--- src/rtl/data_mem_arb_pkg.sv ---
// Shared types and default sizing for the data-memory arbiter slice.
package data_mem_arb_pkg;

  typedef enum logic {
    SRC_SCALAR = 1'b0,
    SRC_VECTOR = 1'b1
  } mem_src_e;

  localparam int unsigned DEFAULT_MAX_OUTSTANDING = 4;
  localparam int unsigned DEFAULT_STARVE_LIMIT    = 8;

endpackage

--- src/rtl/data_mem_src_fifo.sv ---
// In-order FIFO of issuer IDs for transactions whose address phase was granted.
module data_mem_src_fifo
  import data_mem_arb_pkg::*;
#(
  parameter int unsigned DEPTH = DEFAULT_MAX_OUTSTANDING,
  localparam int unsigned CW   = $clog2(DEPTH + 1)
) (
  input  logic          clk_i,
  input  logic          rst_ni,
  input  logic          push_i,
  input  mem_src_e      push_src_i,
  input  logic          pop_i,
  output mem_src_e      head_o,
  output logic          full_o,
  output logic          empty_o,
  output logic [CW-1:0] count_o
);

  localparam int unsigned PW = (DEPTH > 1) ? $clog2(DEPTH) : 1;

  mem_src_e      mem_q [DEPTH];
  mem_src_e      mem_d [DEPTH];
  logic [PW-1:0] wr_ptr_q, wr_ptr_d;
  logic [PW-1:0] rd_ptr_q, rd_ptr_d;
  logic [CW-1:0] count_q, count_d;
  logic          do_push, do_pop;

  assign full_o  = (count_q == CW'(DEPTH));
  assign empty_o = (count_q == '0);
  assign count_o = count_q;
  assign head_o  = mem_q[rd_ptr_q];

  always_comb begin
    do_push  = push_i & ~full_o;
    do_pop   = pop_i & ~empty_o;
    mem_d    = mem_q;
    wr_ptr_d = wr_ptr_q;
    rd_ptr_d = rd_ptr_q;
    count_d  = count_q;
    if (do_push) begin
      mem_d[wr_ptr_q] = push_src_i;
      wr_ptr_d        = wr_ptr_q + PW'(1);
    end
    if (do_pop) begin
      rd_ptr_d = rd_ptr_q + PW'(1);
    end
    case ({do_push, do_pop})
      2'b10:   count_d = count_q + CW'(1);
      2'b01:   count_d = count_q - CW'(1);
      default: count_d = count_q;
    endcase
  end

  always_ff @(posedge clk_i or negedge rst_ni) begin
    if (!rst_ni) begin
      for (int unsigned i = 0; i < DEPTH; i++) begin
        mem_q[i] <= SRC_SCALAR;
      end
      wr_ptr_q <= '0;
      rd_ptr_q <= '0;
      count_q  <= '0;
    end else begin
      mem_q    <= mem_d;
      wr_ptr_q <= wr_ptr_d;
      rd_ptr_q <= rd_ptr_d;
      count_q  <= count_d;
    end
  end

endmodule

--- src/rtl/data_mem_outstanding_arbiter.sv ---
// Shares one OBI data port between scalar core and vector unit; vector has priority,
// scalar gets a bounded starvation override, responses are routed via a source-ID FIFO.
module data_mem_outstanding_arbiter
  import data_mem_arb_pkg::*;
#(
  parameter int unsigned MAX_OUTSTANDING = DEFAULT_MAX_OUTSTANDING,
  parameter int unsigned STARVE_LIMIT    = DEFAULT_STARVE_LIMIT,
  localparam int unsigned OUT_W          = $clog2(MAX_OUTSTANDING + 1)
) (
  input  logic             clk_i,
  input  logic             rst_ni,
  input  logic             sdata_req_i,
  input  logic             sdata_we_i,
  input  logic [3:0]       sdata_be_i,
  input  logic [31:0]      sdata_addr_i,
  input  logic [31:0]      sdata_wdata_i,
  output logic             sdata_gnt_o,
  output logic             sdata_rvalid_o,
  output logic             sdata_err_o,
  output logic [31:0]      sdata_rdata_o,
  input  logic             vdata_req_i,
  input  logic             vdata_we_i,
  input  logic [3:0]       vdata_be_i,
  input  logic [31:0]      vdata_addr_i,
  input  logic [31:0]      vdata_wdata_i,
  input  logic             vect_pending_store_i,
  input  logic             vect_pending_load_i,
  output logic             vdata_gnt_o,
  output logic             vdata_rvalid_o,
  output logic             vdata_err_o,
  output logic [31:0]      vdata_rdata_o,
  output logic             data_req_o,
  output logic             data_we_o,
  output logic [3:0]       data_be_o,
  output logic [31:0]      data_addr_o,
  output logic [31:0]      data_wdata_o,
  input  logic             data_gnt_i,
  input  logic             data_rvalid_i,
  input  logic             data_err_i,
  input  logic [31:0]      data_rdata_i,
  output logic [OUT_W-1:0] outstanding_o,
  output logic             protocol_err_o
);

  localparam int unsigned SW = $clog2(STARVE_LIMIT + 1);

  logic [SW-1:0] starve_q, starve_d;
  logic          lock_q, lock_d;
  mem_src_e      lock_src_q, lock_src_d;
  logic          perr_q, perr_d;

  logic          hazard, hold, starved;
  logic          sel_valid;
  mem_src_e      sel_src;
  logic          fifo_full, fifo_empty, push, pop;
  mem_src_e      fifo_head;

  always_comb begin
    hazard    = vect_pending_store_i | (vect_pending_load_i & sdata_we_i);
    hold      = vdata_req_i | hazard;
    starved   = (starve_q == SW'(STARVE_LIMIT)) & ~hazard;
    sel_valid = 1'b0;
    sel_src   = SRC_SCALAR;
    if (lock_q) begin
      sel_valid = 1'b1;
      sel_src   = lock_src_q;
    end else if (sdata_req_i & (~hold | starved)) begin
      sel_valid = 1'b1;
    end else if (vdata_req_i) begin
      sel_valid = 1'b1;
      sel_src   = SRC_VECTOR;
    end
  end

  // Address phase mux; idles on scalar fields so an inactive bus is still well defined.
  always_comb begin
    data_we_o    = sdata_we_i;
    data_be_o    = sdata_be_i;
    data_addr_o  = sdata_addr_i;
    data_wdata_o = sdata_wdata_i;
    if (sel_valid && (sel_src == SRC_VECTOR)) begin
      data_we_o    = vdata_we_i;
      data_be_o    = vdata_be_i;
      data_addr_o  = vdata_addr_i;
      data_wdata_o = vdata_wdata_i;
    end
  end

  assign data_req_o  = sel_valid & ~fifo_full;
  assign sdata_gnt_o = data_gnt_i & data_req_o & (sel_src == SRC_SCALAR);
  assign vdata_gnt_o = data_gnt_i & data_req_o & (sel_src == SRC_VECTOR);

  assign push = data_req_o & data_gnt_i;
  assign pop  = data_rvalid_i & ~fifo_empty;

  assign sdata_rvalid_o = pop & (fifo_head == SRC_SCALAR);
  assign vdata_rvalid_o = pop & (fifo_head == SRC_VECTOR);
  assign sdata_err_o    = sdata_rvalid_o & data_err_i;
  assign vdata_err_o    = vdata_rvalid_o & data_err_i;
  assign sdata_rdata_o  = data_rdata_i;
  assign vdata_rdata_o  = data_rdata_i;
  assign protocol_err_o = perr_q;

  always_comb begin
    lock_d     = lock_q;
    lock_src_d = lock_src_q;
    if (data_req_o) begin
      lock_d     = ~data_gnt_i;
      lock_src_d = sel_src;
    end

    // Only blocking by a live vector request counts towards starvation.
    starve_d = starve_q;
    if (!sdata_req_i || sdata_gnt_o) begin
      starve_d = '0;
    end else if (!lock_q && vdata_req_i && !hazard && (starve_q != SW'(STARVE_LIMIT))) begin
      starve_d = starve_q + SW'(1);
    end

    perr_d = perr_q | (data_rvalid_i & fifo_empty);
  end

  always_ff @(posedge clk_i or negedge rst_ni) begin
    if (!rst_ni) begin
      starve_q   <= '0;
      lock_q     <= 1'b0;
      lock_src_q <= SRC_SCALAR;
      perr_q     <= 1'b0;
    end else begin
      starve_q   <= starve_d;
      lock_q     <= lock_d;
      lock_src_q <= lock_src_d;
      perr_q     <= perr_d;
    end
  end

  data_mem_src_fifo #(
    .DEPTH (MAX_OUTSTANDING)
  ) u_src_fifo (
    .clk_i      (clk_i),
    .rst_ni     (rst_ni),
    .push_i     (push),
    .push_src_i (sel_src),
    .pop_i      (pop),
    .head_o     (fifo_head),
    .full_o     (fifo_full),
    .empty_o    (fifo_empty),
    .count_o    (outstanding_o)
  );

endmodule
--- config.mk ---
export PLATFORM = sky130hd
export DESIGN_NAME = data_mem_outstanding_arbiter
export DESIGN_NICKNAME = d
export VERILOG_FILES = /design/src/rtl/data_mem_arb_pkg.sv /design/src/rtl/data_mem_src_fifo.sv /design/src/rtl/data_mem_outstanding_arbiter.sv
export SDC_FILE = /design/constraint.sdc
export NUM_CORES = 1
export LEC_CHECK = 0
export BUFFER_PORTS_ARGS = -buffer_cell sky130_fd_sc_hd__buf_2
export CAP_MARGIN = 25
export CORE_AREA = 10 10 117 119
export CTS_CLUSTER_DIAMETER = 150
export DETAILED_ROUTE_END_ITERATION = 8
export DIE_AREA = 0 0 127 129
export GPL_TIMING_DRIVEN = 1
export MAX_ROUTING_LAYER = met4
export PLACE_DENSITY = 0.57
export SKIP_LAST_GASP = 1
export SYNTH_ARGS = -nofsm -noshare
export SYNTH_HDL_FRONTEND = slang
export SYNTH_SLANG_ARGS = --single-unit
--- constraint.sdc ---
create_clock -name clk_i -period 3.7 [get_ports clk_i]
set_input_delay 0.185 -clock clk_i [delete_from_list [all_inputs] [get_ports clk_i]]
set_output_delay 0.185 -clock clk_i [all_outputs]
set_load 0.005 [all_outputs]
# [Yosys cells after proc, flatten, opt, wreduce, memory -nomap -nowiden]
# Index checks and enable logic that the tools add are counted.
[word_totals] regBits=18 out_inout_bits=144 wordCells=82
[op_classes] add_sub_neg=5 order_cmp=3 eq_ne=5 mux=18 bitwise_logic=28 n_reduce_logical=12
[op_table] cell="$mux W32" count=2
[op_table] cell="$and A1 B1 Y1" count=15
[op_table] cell="$mux W4" count=3
[op_table] cell="$mux W1" count=9
[op_table] cell="$not A1 Y1" count=7
[op_table] cell="$ge A3 B3 Y1 const B" count=2
[op_table] cell="$not A2 Y3" count=2
[op_table] cell="$pmux W3 S2" count=1
[op_table] cell="$logic_and A1 B1 Y1" count=5
[op_table] cell="$add A2 B1 Y2 const B" count=2
[op_table] cell="$add A4 B1 Y4 const B" count=1
[op_table] cell="$bwmux W4" count=1
[op_table] cell="$eq A4 B4 Y1 const B" count=1
[op_table] cell="$ne A4 B4 Y1 const B" count=1
[op_table] cell="$or A1 B1 Y1" count=4
[op_table] cell="$reduce_bool A2 Y1" count=2
[op_table] cell="$add A3 B1 Y3 const B" count=1
[op_table] cell="$eq A3 B3 Y1 const B" count=1
[op_table] cell="$logic_not A1 Y1" count=3
[op_table] cell="$logic_not A3 Y1" count=1
[op_table] cell="$lt A3 B1 Y1 const B" count=1
[op_table] cell="$sub A3 B1 Y3 const B" count=1
[op_table] cell="$bmux W1 S2" count=1
[op_table] cell="$demux W1 S2" count=1
[op_table] cell="3 further kinds" count=3

# [Longest topological paths before layout]
[logic_depth] ltp_word=13 ltp_mapped=11

# [Modules after synthesis]
# A second synthesis with hierarchy kept.
[unflattened] hier_cells=239 area_unflattened_um2=2605.0
[by_module_without_submodules] module="data_mem_outstanding_arbiter" instances=1 cells_each=185 area_each_um2=1999.4 seq_area_each_um2=175.2
[by_module_without_submodules] module="data_mem_src_fifo" instances=1 cells_each=54 area_each_um2=605.6 seq_area_each_um2=275.3

# [Worst setup path before layout]
# OpenSTA, ideal clock, no wires.
[synth_path] path_type="register -> register" from="register u_src_fifo.count_q[1] (netlist: u_src_fifo.count_o[1])" to="register u_src_fifo.count_q[2] (netlist: u_src_fifo.count_o[2])" setup_time_ps=79 arrival_ps=2149 required_ps=3621 path_slack_ps=1472 path_stages_with_launch=12 cell_sequence="dfrtp_1 nor3b_1 nand2b_1 clkbuf_1 nor2_1 inv_1 ha_1 inv_1 fa_1 xor2_1 nor2_1 xor2_1"
[synth_via] elab_chain_len=7
[synth_lines] item="from (decl)" line="data_mem_src_fifo.sv:25" rtl="logic [CW-1:0] count_q, count_d;"
[synth_lines] item="from (signal assigned)" line="data_mem_src_fifo.sv:66" rtl="count_q <= count_d;"
[synth_lines] item="$eq A3 B3 Y1" line="data_mem_src_fifo.sv:28" rtl="assign full_o = (count_q == CW'(DEPTH));"
[synth_lines] item="$not A1 Y1" line="data_mem_src_fifo.sv:34, data_mem_outstanding_arbiter.sv:89"
[synth_lines] item="$and A1 B1 Y1" line="data_mem_outstanding_arbiter.sv:89" rtl="assign data_req_o = sel_valid & ~fifo_full;"
[synth_lines] item="$and A1 B1 Y1" line="data_mem_outstanding_arbiter.sv:93" rtl="assign push = data_req_o & data_gnt_i;"
[synth_lines] item="$and A1 B1 Y1" line="data_mem_src_fifo.sv:34" rtl="do_push = push_i & ~full_o;"
[synth_lines] item="$eq A2 B1 Y1 / $eq A2 B2 Y1 (equally long branches)" line="data_mem_src_fifo.sv:47" rtl="case ({do_push, do_pop})"
[synth_lines] item="$pmux W3 S2 / $reduce_bool A2 Y1 (equally long branches)"
# Parallel ways exist; a longest one is shown, timed or not.
# A chain may end at the register's enable or synchronous reset.

# [Worst setup path in the final report]
[layout_path] from="register starve_q[0]" to="output port data_we_o"
[layout_via] elab_chain_len=8
[layout_lines] item="from (decl)" line="data_mem_outstanding_arbiter.sv:47" rtl="logic [SW-1:0] starve_q, starve_d;"
[layout_lines] item="from (signal assigned)" line="data_mem_outstanding_arbiter.sv:130" rtl="starve_q <= starve_d;"
[layout_lines] item="$eq A4 B4 Y1 (*)" line="data_mem_outstanding_arbiter.sv:61" rtl="starved = (starve_q == SW'(STARVE_LIMIT)) & ~hazard;"
[layout_lines] item="$and A1 B1 Y1 (*)" line="data_mem_outstanding_arbiter.sv:61"
[layout_lines] item="$or A1 B1 Y1 (*)" line="data_mem_outstanding_arbiter.sv:67" rtl="end else if (sdata_req_i & (~hold | starved)) begin"
[layout_lines] item="$and A1 B1 Y1 (*)" line="data_mem_outstanding_arbiter.sv:67"
[layout_lines] item="$mux W1" line="data_mem_outstanding_arbiter.sv:67"
[layout_lines] item="$mux W1" line="data_mem_outstanding_arbiter.sv:64" rtl="if (lock_q) begin"
[layout_lines] item="$logic_and A1 B1 Y1 (*)" line="data_mem_outstanding_arbiter.sv:81" rtl="if (sel_valid && (sel_src == SRC_VECTOR)) begin"
[layout_lines] item="$mux W1 (*)" line="data_mem_outstanding_arbiter.sv:81"
[layout_lines] item="to (decl)" line="data_mem_outstanding_arbiter.sv:33" rtl="output logic data_we_o,"
# Every way passes the cells marked *; elsewhere a longest branch is shown, timed or not.

==> results.txt <==
clk_lat worst skew -> 0.25 ns
commonest non-fill, non-tap cell in the layout -> buf_2
Post-Route WL -> 10.50 mm
post-route cell area -> 3232 um2
Slew HR -> 0.5804
CP delay by family, top -> buffers and inverters
Mapped Area -> 2351 um2
CTS tree -> built
fraction of the mapped netlist area in adder cells -> 0.04577
synthesized area per cell -> 10.09 um2
worst hold path depth -> 2
most frequent cells in the layout -> 226 x buf_2, 52 x mux2_2, 23 x mux2_1, 18 x dfrtp_1
number of cells on the critical path -> 7
Final ANT Viol Nets -> 0
DR vias -> 2,206
Clock transition at path regs -> 0.05 ns
Hold Vio Cnt, Final -> 0
# DRC -> 0
Worst Max-Slew Pin Slew -> 0.6295 ns
multiplexer area fraction after synthesis -> 0.3773
DP HPWL -> 9.392 mm
synth warn -> 0
XOR/XNOR Fraction of Synth Area -> 0.03353
DRT iter0 DRCs -> 45
CP startpoint kind -> flip-flop
Worst IR Drop VDD -> 0.4407 mV
share of cells above drive strength 1 -> 0.7372
Lkg Pwr -> 1.692 nW
vias per cell -> 4.116
IO Port Bufs -> 226
Remaining Overflow, GRT -> 0
initial core utilization -> 0.2077
GRT Overall Usage -> 0.1204
Yosys reg bits -> 18
Syn Nets -> 420
H-tree depth -> 1
Clock Path Buffers -> 2
max_cap viols -> 0
num rows -> 39
Critical path buffers and inverters -> 3
Compound-Gate Fraction of Synth Area -> 0.03246
Max FO, Critical Path -> 49
CP max stage delay -> 0.53 ns
core box area -> 11,320 um2
synth unique cells -> 33
# fillers -> 1,204
Power per Cell Area -> 595.1 nW/um2
largest net degree at the start of global routing -> 50
Die W -> 127 um
clock root cell -> clkbuf_16
fin nets -> 580
Period Utilization, post-route -> 0.7089
CTS buffer count -> 3
Simple-Gate Fraction of Synth Area -> 0.07451
Required @ worst endpoint -> 3.51 ns
total power -> 1.923 mW
CP arrival -> 2.44 ns
Util after Layout -> 0.2855
status -> finished, final reports clean
Die Ht -> 129 um
Critical Path Slowest Stage Cell -> buf_4
# IOs -> 323
vias in the first global route -> 2,549
Die ar. -> 16,380 um2
post-layout min period -> 2.623 ns
Clock Skew -> 0.002977 ns
Max Clk Rate -> 381.3 MHz
global-route wire length before repair -> 15.37 mm
Multi-input gate area -> 1325 um2
RSZ-0062 raised after global routing -> no
CTS-repair resized insts -> 0
TNS Setup -> 0 ns
FF-to-FF path depth -> 10
P&R area growth vs syn -> 37.47%
fin. max-slew vios -> 0
sequential fraction of the synthesis area -> 0.1916
critical path, cell by cell -> inv_1, ha_1, and4bb_1, a31oi_4, buf_4, mux2_2, buf_2
Worst Hold Class -> input port to flip-flop
Crit Path Category -> flip-flop to output pin
CP Capture Type -> output pin
CTS sink cnt -> 18
wire per inst -> 19.59 um
largest family of logic cells by synthesized area -> multiplexers
DP Area -> 3131 um2
Seq. cell area -> 450.4 um2
final setup vio count -> 0
gpl congestion -> 0.8032
initial antenna violation count -> 1
Gate Count Post-Synth -> 233
DR pass1 iterations -> 4
[worst reg2reg max path: cells and delay by family (launching register included)]
kind,cells,cell delay [ns]
AND/OR/NAND/NOR,4,0.87
adder cells (fa/ha/maj),2,0.56
buffers and inverters,2,0.16
XOR/XNOR,2,0.33
flip-flops,1,0.42
[flip-flops by register name, indices dropped and copies added, names as in the netlist]
register	flops
lock_q	1
u_src_fifo.mem_q	4
u_src_fifo.count_o	3
lock_src_q	1
protocol_err_o	1
u_src_fifo.rd_ptr_q	2
u_src_fifo.wr_ptr_q	2
starve_q	4
[repair_timing]
item,4_1_cts,5_1_grt
hold buffers,1,0
setup buffers,0,0
endpoints found under the hold margin,18,0
[synth_stat cells]
| cell | instances | area share |
|---|---|---|
| nor3_1 | 2 | 0.0043 |
| mux2i_1 | 2 | 0.0085 |
| buf_6 | 2 | 0.0096 |
| ha_1 | 7 | 0.037 |
| inv_1 | 8 | 0.013 |
| and4bb_1 | 1 | 0.0053 |
| xnor2_1 | 4 | 0.015 |
| o31ai_2 | 1 | 0.0053 |
| and2_1 | 2 | 0.0053 |
| mux2_2 | 52 | 0.25 |
| mux4_2 | 1 | 0.0096 |
| nand2b_1 | 1 | 0.0027 |
| a21o_1 | 1 | 0.0032 |
| nand3b_1 | 1 | 0.0032 |
| nor2_1 | 8 | 0.013 |
| mux2_1 | 23 | 0.11 |
| o22a_1 | 1 | 0.0037 |
| nand4_1 | 1 | 0.0027 |
| dfrtp_1 | 18 | 0.19 |
| a211oi_2 | 1 | 0.0053 |
| buf_4 | 66 | 0.21 |
| a21oi_2 | 1 | 0.0037 |
| o21ai_0 | 1 | 0.0021 |
| clkbuf_1 | 2 | 0.0032 |
| nand2_1 | 3 | 0.0048 |
| fa_1 | 1 | 0.0085 |
| a31oi_4 | 1 | 0.0090 |
| nand3_1 | 2 | 0.0043 |
| buf_2 | 4 | 0.0085 |
| and3_1 | 2 | 0.0053 |
| nor2b_1 | 3 | 0.0080 |
| nor3b_1 | 5 | 0.016 |
| xor2_1 | 5 | 0.019 |
[worst paths after layout]
kind | start | end | slack (ns)
worst max-delay path | starve_q[0]$_DFFE_PN0P_ | data_we_o | 1.08
max in group asynchronous | rst_ni | u_src_fifo.rd_ptr_q[1]$_DFFE_PN0P_ | 2.98
worst min register to register | protocol_err_o$_DFF_PN0_ | protocol_err_o$_DFF_PN0_ | 0.47
min in group asynchronous | rst_ni | u_src_fifo.count_o[0]$_DFFE_PN0P_ | 0.42
worst max register to register | u_src_fifo.count_o[1]$_DFFE_PN0P_ | u_src_fifo.count_o[2]$_DFFE_PN0P_ | 1.30
worst min-delay path | data_rvalid_i | protocol_err_o$_DFF_PN0_ | 0.15
[per-stage QoR]
stage	hold WS (ns)	instances	setup slack (ns)
floorplan	-0.1106	233	1.472
global placement	0.1426	530	1.362
detailed placement	0.1483	530	1.315
CTS	0.1481	535	1.073
global route	0.1541	536	0.9518
finish	0.1492	536	1.077
[routing by layer]
layer | wire (um) | track usage | vias to the layer above
met5 | 0 | - | -
li1 | - | - | 1049
met2 | 5297 | 0.2111 | 152
met4 | 99 | 0.01808 | 0
met1 | 3782 | 0.1190 | 994
met3 | 1322 | 0.06283 | 11
[area by class of cell]
type / count / share of cell area
Clock buffer: 4 / 0.02749
Antenna cell: 1 / 0.0007743
Sequential cell: 18 / 0.1394
Timing Repair Buffer: 229 / 0.3577
Tap cell: 143 / 0.05536
Inverter: 8 / 0.009292
Multi-Input combinational cell: 133 / 0.4100
[report_power, final]
group | switching [mW] | total, mW | internal [mW]
clock network | 0.0748 | 0.239 | 0.165
logic | 0.617 | 1.33 | 0.716
registers | 0.0707 | 0.351 | 0.280
[kinds of logic (layout without fill, tap and decap cells)]
kind of cell / count (synthesis) / in the layout
AND/OR/NAND/NOR: 31 / 31
flip-flops: 18 / 18
multiplexers: 78 / 78
adder cells (fa/ha/maj): 8 / 8
other: 0 / 1
XOR/XNOR: 9 / 9
buffers and inverters: 82 / 241
AO/OA/AOI/OAI: 7 / 7
No activity file was read; power rests on OpenSTA's default activity.
